==> src/rtl/note_sequencer.sv <==
// ---------------------------------------------------------------------------
// note_sequencer
//
// Chart-playback source for the hit/miss judge. Each chart word read from a
// synchronous ROM carries a duration in beat ticks and a 5-bit note pattern.
// The pattern is shown on notes_to_play for a hit window of
// min(WINDOW_TICKS, dur-1) ticks, then the rest of the entry is silent.
// Because the window is never longer than dur-1 ticks, there is always at
// least one silent tick between entries, so the judge can return to idle.
// A duration of 0 marks the end of the chart. The judge's hit/miss pulses
// are accumulated into saturating hit, miss and streak counters.
//
// Optional feature, selected with the macro CHART_LOOP_EN:
//   When defined, an end marker or the last ROM address restarts the chart
//   from address 0 instead of entering DONE. song_done then pulses for one
//   clock, and the score counters are kept.
//
// Parameters:
//   ADDR_W        chart ROM address width (up to 2^ADDR_W entries)
//   TICK_DIV      clk cycles per beat tick (>= 2)
//   WINDOW_TICKS  maximum number of ticks an entry's notes are shown (>= 1)
//
// Ports:
//   clk, resetn     clock, asynchronous active-low reset
//   start           level; starts playback from address 0 when idle or done
//   pause           freezes the tick timing while playing
//   stop            synchronous abort to idle; overrides start and pause
//   rom_addr        chart ROM address
//   rom_data        chart word {dur[7:0], notes[4:0]}; valid 1 clk after addr
//   note_hit/miss   pulses from the judge
//   notes_to_play   pattern presented to the judge (0 = no note)
//   playing         high while fetching or playing entries
//   song_done       high once the chart has finished
//   hits, misses    saturating 16-bit counters
//   streak          consecutive hits, saturating at 255
// ---------------------------------------------------------------------------
module note_sequencer #(
  parameter int ADDR_W       = 8,
  parameter int TICK_DIV     = 50000,
  parameter int WINDOW_TICKS = 8
) (
  input  logic              clk,
  input  logic              resetn,
  input  logic              start,
  input  logic              pause,
  input  logic              stop,
  output logic [ADDR_W-1:0] rom_addr,
  input  logic [12:0]       rom_data,
  input  logic              note_hit,
  input  logic              note_miss,
  output logic [4:0]        notes_to_play,
  output logic              playing,
  output logic              song_done,
  output logic [15:0]       hits,
  output logic [15:0]       misses,
  output logic [7:0]        streak
);

  localparam int                DIV_W     = $clog2(TICK_DIV);
  localparam logic [DIV_W-1:0]  DIV_LAST  = DIV_W'(TICK_DIV - 1);
  localparam logic [7:0]        WIN_CAP   = (WINDOW_TICKS > 255) ? 8'd255 : 8'(WINDOW_TICKS);
  localparam logic [ADDR_W-1:0] ADDR_LAST = '1;

  typedef enum logic [2:0] {
    S_IDLE,
    S_FETCH,
    S_WAIT,
    S_PLAY,
    S_DONE
  } state_t;

  state_t            state, state_d;
  logic [ADDR_W-1:0] addr_d;
  logic [4:0]        notes_d;
  logic [7:0]        dur_q, dur_d;
  logic [7:0]        win_q, win_d;
  logic [7:0]        tick_q, tick_d;
  logic [DIV_W-1:0]  div_q, div_d;
  logic [15:0]       hits_d, misses_d;
  logic [7:0]        streak_d;
  logic              done_d, playing_d;
  logic              end_song;
  logic [7:0]        entry_dur, entry_win, tick_next;

  // Fields of the chart word currently on the ROM bus, and the window the
  // entry would get: min(WINDOW_TICKS, dur-1). Only used in WAIT, where
  // dur is known to be non-zero, so dur-1 cannot underflow there.
  always_comb begin
    entry_dur = rom_data[12:5];
    entry_win = ((entry_dur - 8'd1) < WIN_CAP) ? (entry_dur - 8'd1) : WIN_CAP;
    tick_next = tick_q + 8'd1;
  end

  // Next-state and next-output logic. Scoring runs first so that the
  // start/stop handling below can override it (start clears the score).
  always_comb begin
    state_d   = state;
    addr_d    = rom_addr;
    notes_d   = notes_to_play;
    dur_d     = dur_q;
    win_d     = win_q;
    tick_d    = tick_q;
    div_d     = div_q;
    hits_d    = hits;
    misses_d  = misses;
    streak_d  = streak;
    done_d    = 1'b0;
    playing_d = 1'b0;
    end_song  = 1'b0;

    // A miss always wins over a simultaneous hit and breaks the streak.
    if (state != S_IDLE) begin
      if (note_miss) begin
        if (misses != 16'hFFFF) misses_d = misses + 16'd1;
        streak_d = 8'd0;
      end else if (note_hit) begin
        if (hits != 16'hFFFF) hits_d = hits + 16'd1;
        if (streak != 8'hFF) streak_d = streak + 8'd1;
      end
    end

    if (stop) begin
      state_d = S_IDLE;
      addr_d  = '0;
      notes_d = 5'd0;
    end else begin
      case (state)
        S_IDLE, S_DONE: begin
          if (start) begin
            state_d  = S_FETCH;
            addr_d   = '0;
            notes_d  = 5'd0;
            hits_d   = 16'd0;
            misses_d = 16'd0;
            streak_d = 8'd0;
          end
        end
        S_FETCH: begin
          state_d = S_WAIT;
        end
        S_WAIT: begin
          if (entry_dur == 8'd0) begin
            end_song = 1'b1;
          end else begin
            dur_d   = entry_dur;
            win_d   = entry_win;
            tick_d  = 8'd0;
            div_d   = '0;
            notes_d = (entry_win != 8'd0) ? rom_data[4:0] : 5'd0;
            state_d = S_PLAY;
          end
        end
        S_PLAY: begin
          if (!pause) begin
            if (div_q == DIV_LAST) begin
              div_d  = '0;
              tick_d = tick_next;
              if (tick_next == win_q) notes_d = 5'd0;
              if (tick_next == dur_q) begin
                if (rom_addr == ADDR_LAST) begin
                  end_song = 1'b1;
                end else begin
                  addr_d  = rom_addr + ADDR_W'(1);
                  state_d = S_FETCH;
                end
              end
            end else begin
              div_d = div_q + DIV_W'(1);
            end
          end
        end
        default: begin
          state_d = S_IDLE;
        end
      endcase

      if (end_song) begin
        notes_d = 5'd0;
`ifdef CHART_LOOP_EN
        state_d = S_FETCH;
        addr_d  = '0;
        done_d  = 1'b1;
`else
        state_d = S_DONE;
`endif
      end
    end

`ifndef CHART_LOOP_EN
    done_d = (state_d == S_DONE);
`endif
    playing_d = (state_d == S_FETCH) || (state_d == S_WAIT) || (state_d == S_PLAY);
  end

  // State and output registers.
  always_ff @(posedge clk or negedge resetn) begin
    if (!resetn) begin
      state         <= S_IDLE;
      rom_addr      <= '0;
      notes_to_play <= 5'd0;
      dur_q         <= 8'd0;
      win_q         <= 8'd0;
      tick_q        <= 8'd0;
      div_q         <= '0;
      hits          <= 16'd0;
      misses        <= 16'd0;
      streak        <= 8'd0;
      song_done     <= 1'b0;
      playing       <= 1'b0;
    end else begin
      state         <= state_d;
      rom_addr      <= addr_d;
      notes_to_play <= notes_d;
      dur_q         <= dur_d;
      win_q         <= win_d;
      tick_q        <= tick_d;
      div_q         <= div_d;
      hits          <= hits_d;
      misses        <= misses_d;
      streak        <= streak_d;
      song_done     <= done_d;
      playing       <= playing_d;
    end
  end

endmodule

==> config.mk <==
export PLATFORM = sky130hd
export DESIGN_NAME = note_sequencer
export DESIGN_NICKNAME = d
export VERILOG_FILES = /design/src/rtl/note_sequencer.sv
export SDC_FILE = /design/constraint.sdc
export NUM_CORES = 1
export LEC_CHECK = 0
export BUFFER_PORTS_ARGS = -buffer_cell sky130_fd_sc_hd__buf_2
export CAP_MARGIN = 5
export CELL_PAD_IN_SITES_DETAIL_PLACEMENT = 1
export CELL_PAD_IN_SITES_GLOBAL_PLACEMENT = 2
export CORE_AREA = 2 2 125 127
export CTS_BUF_LIST = sky130_fd_sc_hd__clkbuf_2
export DETAILED_ROUTE_END_ITERATION = 10
export DIE_AREA = 0 0 127 129
export HOLD_SLACK_MARGIN = 0.03
export PLACE_DENSITY = 0.9
export SYNTH_ARGS = -nofsm -noshare
export SYNTH_HDL_FRONTEND = slang
export SYNTH_SLANG_ARGS = --single-unit
==> constraint.sdc <==
create_clock -name clk -period 3.6 [get_ports clk]
set_input_delay 0.72 -clock clk [delete_from_list [all_inputs] [get_ports clk]]
set_output_delay 0.72 -clock clk [all_outputs]
set_load 0.02 [all_outputs]
# Word-level counts from Yosys, hierarchy flattened
# Index checks and enable logic that the tools add are counted.
dict set report word_totals {
  ff_bits 98
  latchBits 0
  mem_bits_rw 0
  rom_bits 0
  inputBits 20
  output_inout_bits 55
  elab_cells 126
  n_memories 0
}
dict set report classes {
  add_sub_neg 7
  n_mul 0
  div_mod_pow 0
  order_cmp 1
  eq_ne 28
  n_shift 0
  mux 61
  bitwise 2
  n_reduce_logical 15
}
# operator count
set op_table {}
lappend op_table {{two-way mux 16 bit} 16}
lappend op_table {{two-way mux 8 bit} 17}
lappend op_table {{adder 16 x 1 -> 16 bit (second input constant)} 3}
lappend op_table {{two-way mux 5 bit} 8}
lappend op_table {{!= test 16 bit (second input constant)} 2}
lappend op_table {{case mux 16 bit (2 select lines)} 1}
lappend op_table {{case mux 8 bit (2 select lines)} 2}
lappend op_table {{adder 8 x 1 -> 8 bit (second input constant)} 3}
lappend op_table {{two-way mux 3 bit} 8}
lappend op_table {{!= test 4 bit (second input constant)} 5}
lappend op_table {{equality test 16 bit (second input constant)} 1}
lappend op_table {{equality test 8 bit} 2}
lappend op_table {{!= test 3 bit (second input constant)} 5}
lappend op_table {{case mux 5 bit (3 select lines)} 1}
lappend op_table {{equality test 3 x 2 -> 1 bit (second input constant)} 4}
lappend op_table {{case mux 3 bit (4 select lines)} 1}
lappend op_table {{AND reduction 6 bit} 2}
lappend op_table {{equality test 8 bit (second input constant)} 1}
lappend op_table {{logical NOT 8 bit} 1}
lappend op_table {{less-than comparator 8 x 4 -> 1 bit (second input constant)} 1}
lappend op_table {{!= test 8 bit (second input constant)} 1}
lappend op_table {{nonzero test 8 bit} 1}
lappend op_table {{subtractor 8 x 1 -> 8 bit (second input constant)} 1}
lappend op_table {{equality test 3 x 1 -> 1 bit (second input constant)} 2}
lappend op_table {{other kinds (14)} 25}

# Depth between registers and ports, before layout
# Gate-level depths: netlist of run 1.
dict set report depth {
  depth_word 12
  ltp_mapped 10
  mapped_depth_nobuf 8
}

# Worst setup path before layout of run 1
# OpenSTA, ideal clock, no wires.
dict set report synth_path {
  path_kind {input port to flip-flop}
  start {input port rom_data[5]}
  end {register tick_q[3]}
  setup_ps 131
  t_arrival_ps 2775
  required_time_ps 3469
  slack_ps 694
  stages 10
  path_buffers 2
  cell_sequence {inv_1 -> ha_1 -> or4b_2 -> o311ai_0 -> clkbuf_1 -> a21o_1 -> buf_2 -> nor2_1 -> mux2i_1 -> o21ai_0}
}
dict set report synth_between {
  elab_chain_cells 3
}
# item line
set synth_rtl {}
lappend synth_rtl {{start, declared} 48} ;# input logic [12:0] rom_data,
lappend synth_rtl {{logical NOT 8 bit} 142} ;# if (entry_dur == 8'd0) begin
lappend synth_rtl {{!= test 2 bit (no line)} -}
lappend synth_rtl {{AND reduction 5 bit (no line)} -}
lappend synth_rtl {{end signal, assigned} 216} ;# tick_q <= tick_d;
lappend synth_rtl {{end, declared} 77} ;# logic [7:0] tick_q, tick_d;
# No other way between the ends.
# A chain may end at the register's enable or synchronous reset.

# Final worst setup path of run 1
dict set report layout_path {
  start {register tick_q[0]}
  end {register song_done}
}
dict set report layout_between {
  elab_chain_cells 10
  word_cells_on_any_way 14
  cone_classes {1 x add/sub; 2 x eq/ne; 11 x mux}
}
# item line
set layout_rtl {}
lappend layout_rtl {{adder 8 x 1 -> 8 bit *} 91} ;# tick_next = tick_q + 8'd1;
lappend layout_rtl {{equality test 8 bit *} 159} ;# if (tick_next == dur_q) begin
lappend layout_rtl {{two-way mux 1 bit} 159}
lappend layout_rtl {{two-way mux 1 bit} 155} ;# if (div_q == DIV_LAST) begin
lappend layout_rtl {{two-way mux 1 bit} 154} ;# if (!pause) begin
lappend layout_rtl {{case mux 1 bit (2 select lines)} 127} ;# case (state)
lappend layout_rtl {{two-way mux 1 bit} 122} ;# if (stop) begin
lappend layout_rtl {{two-way mux 3 bit *} 177} ;# if (end_song) begin
lappend layout_rtl {{two-way mux 3 bit *} 122}
lappend layout_rtl {{equality test 3 bit *} 190} ;# done_d = (state_d == S_DONE);
lappend layout_rtl {{net done_d} 81} ;# logic done_d, playing_d;
lappend layout_rtl {{end signal, assigned} 221} ;# song_done <= done_d;
lappend layout_rtl {{end, declared} 53} ;# output logic song_done,
# The timed path passes the listed nets; every way through them passes the cells marked *. The select of a mux whose other input is x is not followed.

==> impl_summary.txt, run 1 <==
----------------------------------------------------
[Outcome]
  Result of the run ... finished, final reports clean

[Critical path]
  Critical path startpoint category ... flip-flop
  Combined buffer and inverter count along the critical path ... 0
  Data arrival time of the critical path ... 3470 ps
  Worst Setup Path Type ... reg -> reg
  CP max FO ... 11
  Delay of the slowest cell on the worst path ... around 640 ps
  Required time worst endpoint ... 4150 ps
  CP max stage cell ... or4_4
  Cell class contributing the biggest share of worst-path delay ... simple AND/OR/NAND/NOR gates
  Kind of end point of the critical path ... flip-flop
  Sequence of cells on the critical path ... ha_1, and3_4, and3_1, a221o_1, or4_4, nor2_2, o21ba_2

[Clocking]
  Clock latency on the worst-skew pair ... 610 ps
  # hold bufs at CTS ... 0
  Number of post-CTS setup repair buffers ... 0
  Number of levels the H-tree was split into ... 3
  Total clock buffers created by CTS ... 9
  Number of buffers on the longest clock path ... 2
  Number of cells upsized or downsized after cts ... 0
  TritonCTS clock tree ... yes
  CTS Root Cell ... clkbuf_2
  Post-CTS clock slew at the launch and capture registers of the worst setup and hold paths ... ~270 ps
  Number of clock sinks ... 98

[STA]
  Largest clock skew in the final design ... roughly 44 ps
  Final Hold Viols ... 0
  RSZ-0062 raised after global routing ... no
  Crit path time final ... between 2000 and 3000 ps
  Final hold slack ... 149 ps
  Final number of max-transition violations ... 0
  Achievable Freq ... 342 MHz
  Final setup vio count ... 0
  Tightest slew margin relative to the limit ... 0.437
  Transition time at the pin with the least slew margin ... 845 ps
  Total negative slack for setup checks ... 0 ps
  Portion of the clock cycle consumed by the worst path in the final layout ... 0.811

[Pwr]
  Share of total power in combinational logic ... 0.186
  Switching Fraction ... 0.331
  Clk network pwr share ... 0.222
  Int Power ... 0.00143 W
  Reported net switching power ... 0.000710 W
  Leakage power of the design ... between 2 and 3 nW
  Power per unit of standard cell area ... 349 nW/um2
  Share of total power in sequential cells ... 0.593
  Peak VDD IR ... 0.000148 V

[Die]
  Core region area ... ~15000 um2
  Vertical die dimension ... 129 um
  Num ports ... 75
  Die extent in x ... 127 um
  Rows ... 45
  Die outline area ... 16400 um2
  Starting density of the core ... 0.366

[Route]
  Final routed wire length divided by cell count ... 16.8 um
  Routed vias ... 4721
  Drt via density ... 5.47
  Total detailed-routing wirelength ... 14.5 mm
  Final antenna-violating net count ... 0
  Number of DRC violations after detailed routing ... 0
  First DRT Iteration DRCs ... 249
  Router iterations before antenna repair ... 4

[Logic synthesis]
  Flip-flop cell with the highest count after synthesis ... dfrtp_1
  Post-synthesis instance area ... about 5500 um2
  Largest area contributor in the synthesized netlist ... dfrtp_1
  Library cells used by synthesis ... 63
  Top post-synthesis cells by area ... dfrtp_1, xor2_1, nand2_1, nor2_1, nand3_1
  Library cell with the highest instance count after synthesis ... dfrtp_1
  Top cells by instance count after synthesis ... dfrtp_1, nand2_1, nor2_1, nand3_1, xor2_1
  Part of the Yosys area used for sequential elements ... 0.448
  Cells after Synth ... 600
  Mean Syn Cell Area ... 9.13 um2
  Ys async rst share ... 1.00
  Synth Register Bits ... 98
  Synthesized Nets ... approximately 630
  Number of synthesized flops with an enable pin ... 0
  Number of warnings issued by yosys ... 0
  Fraction of post-synthesis cell area in the top cell type by area ... 0.448

[Global routing]
  Largest net degree at the start of global routing ... 64
  Total congestion overflow after global routing ... 0
  First-pass GRT wire length ... 24.3 mm
  Antenna violations before repair ... 1
  Number of global-route vias before repair ... roughly 5000
  Total routing usage reported by global routing ... 0.183

[Run]
  Max-cap violations ... 0

[Layout]
  Fraction of layout instances using a drive strength above 1 ... 0.171
  Number of standard cells in the final layout excluding fillers ... 863
  Final #Nets ... between 600 and 700
  Fraction of the core area covered by cells at the end of the flow ... 0.409
  Growth of design area from synthesis to finish ... 11.9%

[Hold path]
  Worst min-delay path class ... in -> async

[Placed design]
  Weighted congestion at the end of routability-driven global placement ... about 0.81
  Number of input and output port buffers inserted ... 74
  Detailed placement HPWL ... between 10 and 15 mm
  Placed Cells ... around 850

----------------------------------------------------
[layer usage]
metal | vias up | global-route usage | wire, um
met5 | - | 0 | 0
met4 | 0 | 0.0491 | 176
met3 | 12 | 0.0383 | 393
met2 | 70 | 0.315 | 7250
met1 | 2376 | 0.235 | 6690
li1 | 2263 | - | -
[flip-flops by register name, indices dropped and copies added, names as in the netlist]
register	flops
notes_to_play	5
hits	16
song_done	1
playing	1
div_q	16
tick_q	8
dur_q	8
streak	8
misses	16
win_q	8
state	3
rom_addr	8
[cells in the final DEF, fill, tap and decap left out, types with 7 or more instances in the layout]
master,n
buf_2,73
nor3_1,13
clkbuf_2,13
dfrtp_1,98
ha_1,7
nand2_1,75
a21oi_1,13
and3_1,13
nand4_1,17
xnor2_1,17
o31ai_1,11
nand3_1,37
nor2_1,73
a32oi_1,7
inv_1,10
xor2_1,33
nand2b_1,14
buf_4,7
mux2i_1,13
and2_1,11
o21ai_0,32
[through the flow]
stage / setup WS, ps / total power, W / cell area (um2)
2_1_floorplan: 694 / 0.00153 / 5480
5_1_grt: 537 / 0.00228 / 6130
6_report: 679 / 0.00214 / 6130
3_3_place_gp: 588 / 0.00167 / 6040
3_5_place_dp: 480 / 0.00169 / 6040
4_1_cts: 684 / 0.00218 / 6130
[final cells by class]
type                    count  area (um2)
multi-input cells         469        2880
fillers                  1802        8850
inverters                  10        37.5
clock inverters             3        16.3
clock buffers              13        65.1
diodes                      1        2.50
repair buffers             81         438
flip-flops and latches     98        2450
well taps                 188         235
[worst paths after layout]
check	startpoint	endpoint	slack, ps	cells after the start
hold reg to reg	win_q[1]$_DFFE_PN0P_	win_q[1]$_DFFE_PN0P_	540	2
setup reg to reg	tick_q[0]$_DFFE_PN0P_	song_done$_DFF_PN0_	680	7
max in group asynchronous	resetn	hits[8]$_DFF_PN0_	2730	2
min in group clk	rom_data[11]	dur_q[6]$_DFFE_PN0P_	310	3
hold / removal	resetn	streak[7]$_DFF_PN0_	150	1
setup / recovery	tick_q[0]$_DFFE_PN0P_	song_done$_DFF_PN0_	680	7
[power groups by stage]
stage / logic, W / clock network [W] / registers, W
6_report: 0.000398 / 0.000475 / 0.00127
5_1_grt: 0.000452 / 0.000542 / 0.00128
4_1_cts: 0.000406 / 0.000500 / 0.00127
3_5_place_dp: 0.000403 / 0 / 0.00129
3_3_place_gp: 0.000389 / 0 / 0.00128
2_1_floorplan: 0.000223 / 0 / 0.00130
[kinds of logic after synthesis]
| group | share of synthesized area |
|---|---|
| xor+xnor | 0.0882 |
| compound gates | 0.122 |
| fa+ha+maj | 0.0160 |
| mux | 0.0238 |
| flops | 0.448 |
| buf+inv | 0.0274 |
| simple gates | 0.275 |
No activity file was read; power rests on OpenSTA's default activity.
==> run 2: changes to the inputs <==
- CORE_AREA: 2 2 125 127 -> 2 2 132 134
- DIE_AREA: 0 0 127 129 -> 0 0 134 136
- PLACE_DENSITY: 0.9 -> 0.85
- clock period: 3.6 -> 2.6 ns (I/O delays scaled with it)
==> impl_summary.txt, run 2 (synthesis gave the netlist of run 1 again) <==
----------------------------------------------------
[Layout]
  Fraction of layout instances using a drive strength above 1 ... 0.203
  Top library cells by usage in the layout, fill and taps aside ... dfrtp_1, nand2_1, nor2_1, buf_2, nand3_1
  Most common library cell in the layout ignoring fill and taps ... dfrtp_1
  Largest registers ... div_q x16, hits x16, misses x16
  Final #Nets ... 721
  Growth of design area from synthesis to finish ... 17.8%

[Global routing]
  Antenna violations before repair ... 1
  First-pass GRT wire length ... 25.2 mm
  Total routing usage reported by global routing ... 0.172
  Total congestion overflow after global routing ... 0
  Number of global-route vias before repair ... 4999
  Largest net degree at the start of global routing ... 49

[Critical path]
  Sequence of cells on the critical path ... ha_2, and3_4, and4_4, a221o_1, or4_4, or3_1, a21oi_2
  Critical path startpoint category ... flip-flop
  Data arrival time of the critical path ... 3140 ps
  CP max stage cell ... or4_4
  First element of the critical path ... tick_q[0]$_DFFE_PN0P_
  Delay of the slowest cell on the worst path ... 640 ps
  Reg-to-reg critical path startpoint ... tick_q[0]$_DFFE_PN0P_
  R2r worst-path depth ... 7
  CP max FO ... 11
  Kind of end point of the critical path ... flip-flop
  Required time worst endpoint ... 3180 ps
  Worst Setup Path Type ... reg -> reg

[Route]
  Number of DRC violations after detailed routing ... 0
  First DRT Iteration DRCs ... 172
  Final routed wire length divided by cell count ... between 15 and 20 um
  Final antenna-violating net count ... 0
  Routed vias ... 4813
  Drt via density ... 5.20
  Total detailed-routing wirelength ... between 15 and 20 mm
  Router iterations before antenna repair ... 6

[STA]
  Final Hold Viols ... 0
  Final number of max-transition violations ... 0
  Final setup vio count ... 0
  Final hold slack ... roughly 100 ps
  RSZ-0062 raised after global routing ... yes
  Largest clock skew in the final design ... 39.0 ps
  Portion of the clock cycle consumed by the worst path in the final layout ... 0.984
  Tightest slew margin relative to the limit ... 0.515
  Transition time at the pin with the least slew margin ... 727 ps
  Crit path time final ... 2560 ps
  Achievable Freq ... a little under 400 MHz

[Clocking]
  Number of buffers on the longest clock path ... 2
  TritonCTS clock tree ... yes
  Number of levels the H-tree was split into ... 3
  Post-CTS clock slew at the launch and capture registers of the worst setup and hold paths ... 260 ps
  Clock latency on the worst-skew pair ... 650 ps
  Number of clock sinks ... a little under 100
  Total clock buffers created by CTS ... 9
  CTS Root Cell ... clkbuf_2

[Die]
  Core region area ... 16900 um2
  Num ports ... 75
  Rows ... 48
  Vertical die dimension ... between 100 and 150 um
  Starting density of the core ... 0.324
  Die outline area ... about 18000 um2
  Die extent in x ... 134 um

[Pwr]
  Peak VDD IR ... 0.000211 V
  Leakage power of the design ... slightly above 3 nW
  Power per unit of standard cell area ... 491 nW/um2
  PnR Total Power ... approximately 0.0032 W

[Placed design]
  Number of input and output port buffers inserted ... 74
  Weighted congestion at the end of routability-driven global placement ... about 0.82
  Detailed placement HPWL ... 11.3 mm

[Outcome]
  Result of the run ... finished, final reports clean

[Hold path]
  Worst Hold Path Cells ... 3
  Worst min-delay path class ... in -> reg
  Start point of the worst min-delay path ... rom_data[12]

[Run]
  Max-cap violations ... 0

----------------------------------------------------
## run 2: changes by cell type in the layout (fill, tap and decap cells not counted), moves of 2 or more
| cell | previous run | this run |
|---|---|---|
| buf_4 | 7 | 30 |
| inv_6 | 0 | 2 |
| nor4_2 | 2 | 0 |
| clkbuf_2 | 13 | 10 |
## run 2: per-stage QoR
stage	utilization	instances	setup TNS [ps]	instance area [um2]	setup WS, ps
detailed placement	0.372	906	-30.5	6270	-16.8
global route	0.382	925	-123	6450	-37.7
finish	0.382	925	0	6450	41.1
floorplan	-	600	0	5480	1.60
global placement	0.372	906	0	6270	89.3
CTS	0.380	923	0	6420	22.4
## run 2: path summary, 6_finish.rpt
| path | end | slack, ps |
|---|---|---|
| min in group asynchronous | misses[5]$_DFF_PN0_ | 320 |
| min | dur_q[7]$_DFFE_PN0P_ | 100 |
| max in group asynchronous | song_done$_DFF_PN0_ | 1600 |
| min reg2reg | win_q[0]$_DFFE_PN0P_ | 550 |
| max reg2reg | rom_addr[7]$_DFFE_PN0P_ | 40 |
| max | rom_addr[7]$_DFFE_PN0P_ | 40 |
## run 2: area by class of cell
cell class              count  area, um2
diodes                      1       2.50
clock buffers              10       50.0
clock inverters             6       72.6
fillers                  1976      10400
inverters                  10       37.5
multi-input cells         469       2920
flip-flops and latches     98       2450
well taps                 225        282
repair buffers            106        641
## run 2: per-layer routing
| layer | vias to the layer above | GRT usage | part of all wire |
|---|---|---|---|
| met3 | 15 | 0.0302 | 0.022 |
| met2 | 63 | 0.293 | 0.49 |
| met5 | - | 0 | 0 |
| met4 | 0 | 0.0538 | 0.015 |
| met1 | 2418 | 0.222 | 0.47 |
| li1 | 2317 | - | - |
## run 2: where the power goes
group / switching, W / leakage, nW / total (W) / internal, W
Sequential: 0.000127 / 1.34 / 0.00176 / 0.00163
Combinational: 0.000349 / 1.60 / 0.000582 / 0.000233
Clock: 0.000583 / 0.0788 / 0.000825 / 0.000242
## run 2: repair_timing
action / 4_1_cts / 5_1_grt
endpoints found under the setup margin: 6 / 8
setup buffers: 0 / 1
pin swaps: 0 / 2
hold endpoints to repair: 29 / 0
hold buffers: 1 / 0
gates resized for setup: 2 / 4
## run 2: worst max-delay path: cells and delay by family (launching register included)
family | cells | cell delay [ps]
adders and majority gates | 1 | 190
AOI/OAI and AO/OA | 2 | 460
DFF | 1 | 450
and+or+nand+nor | 4 | 1400
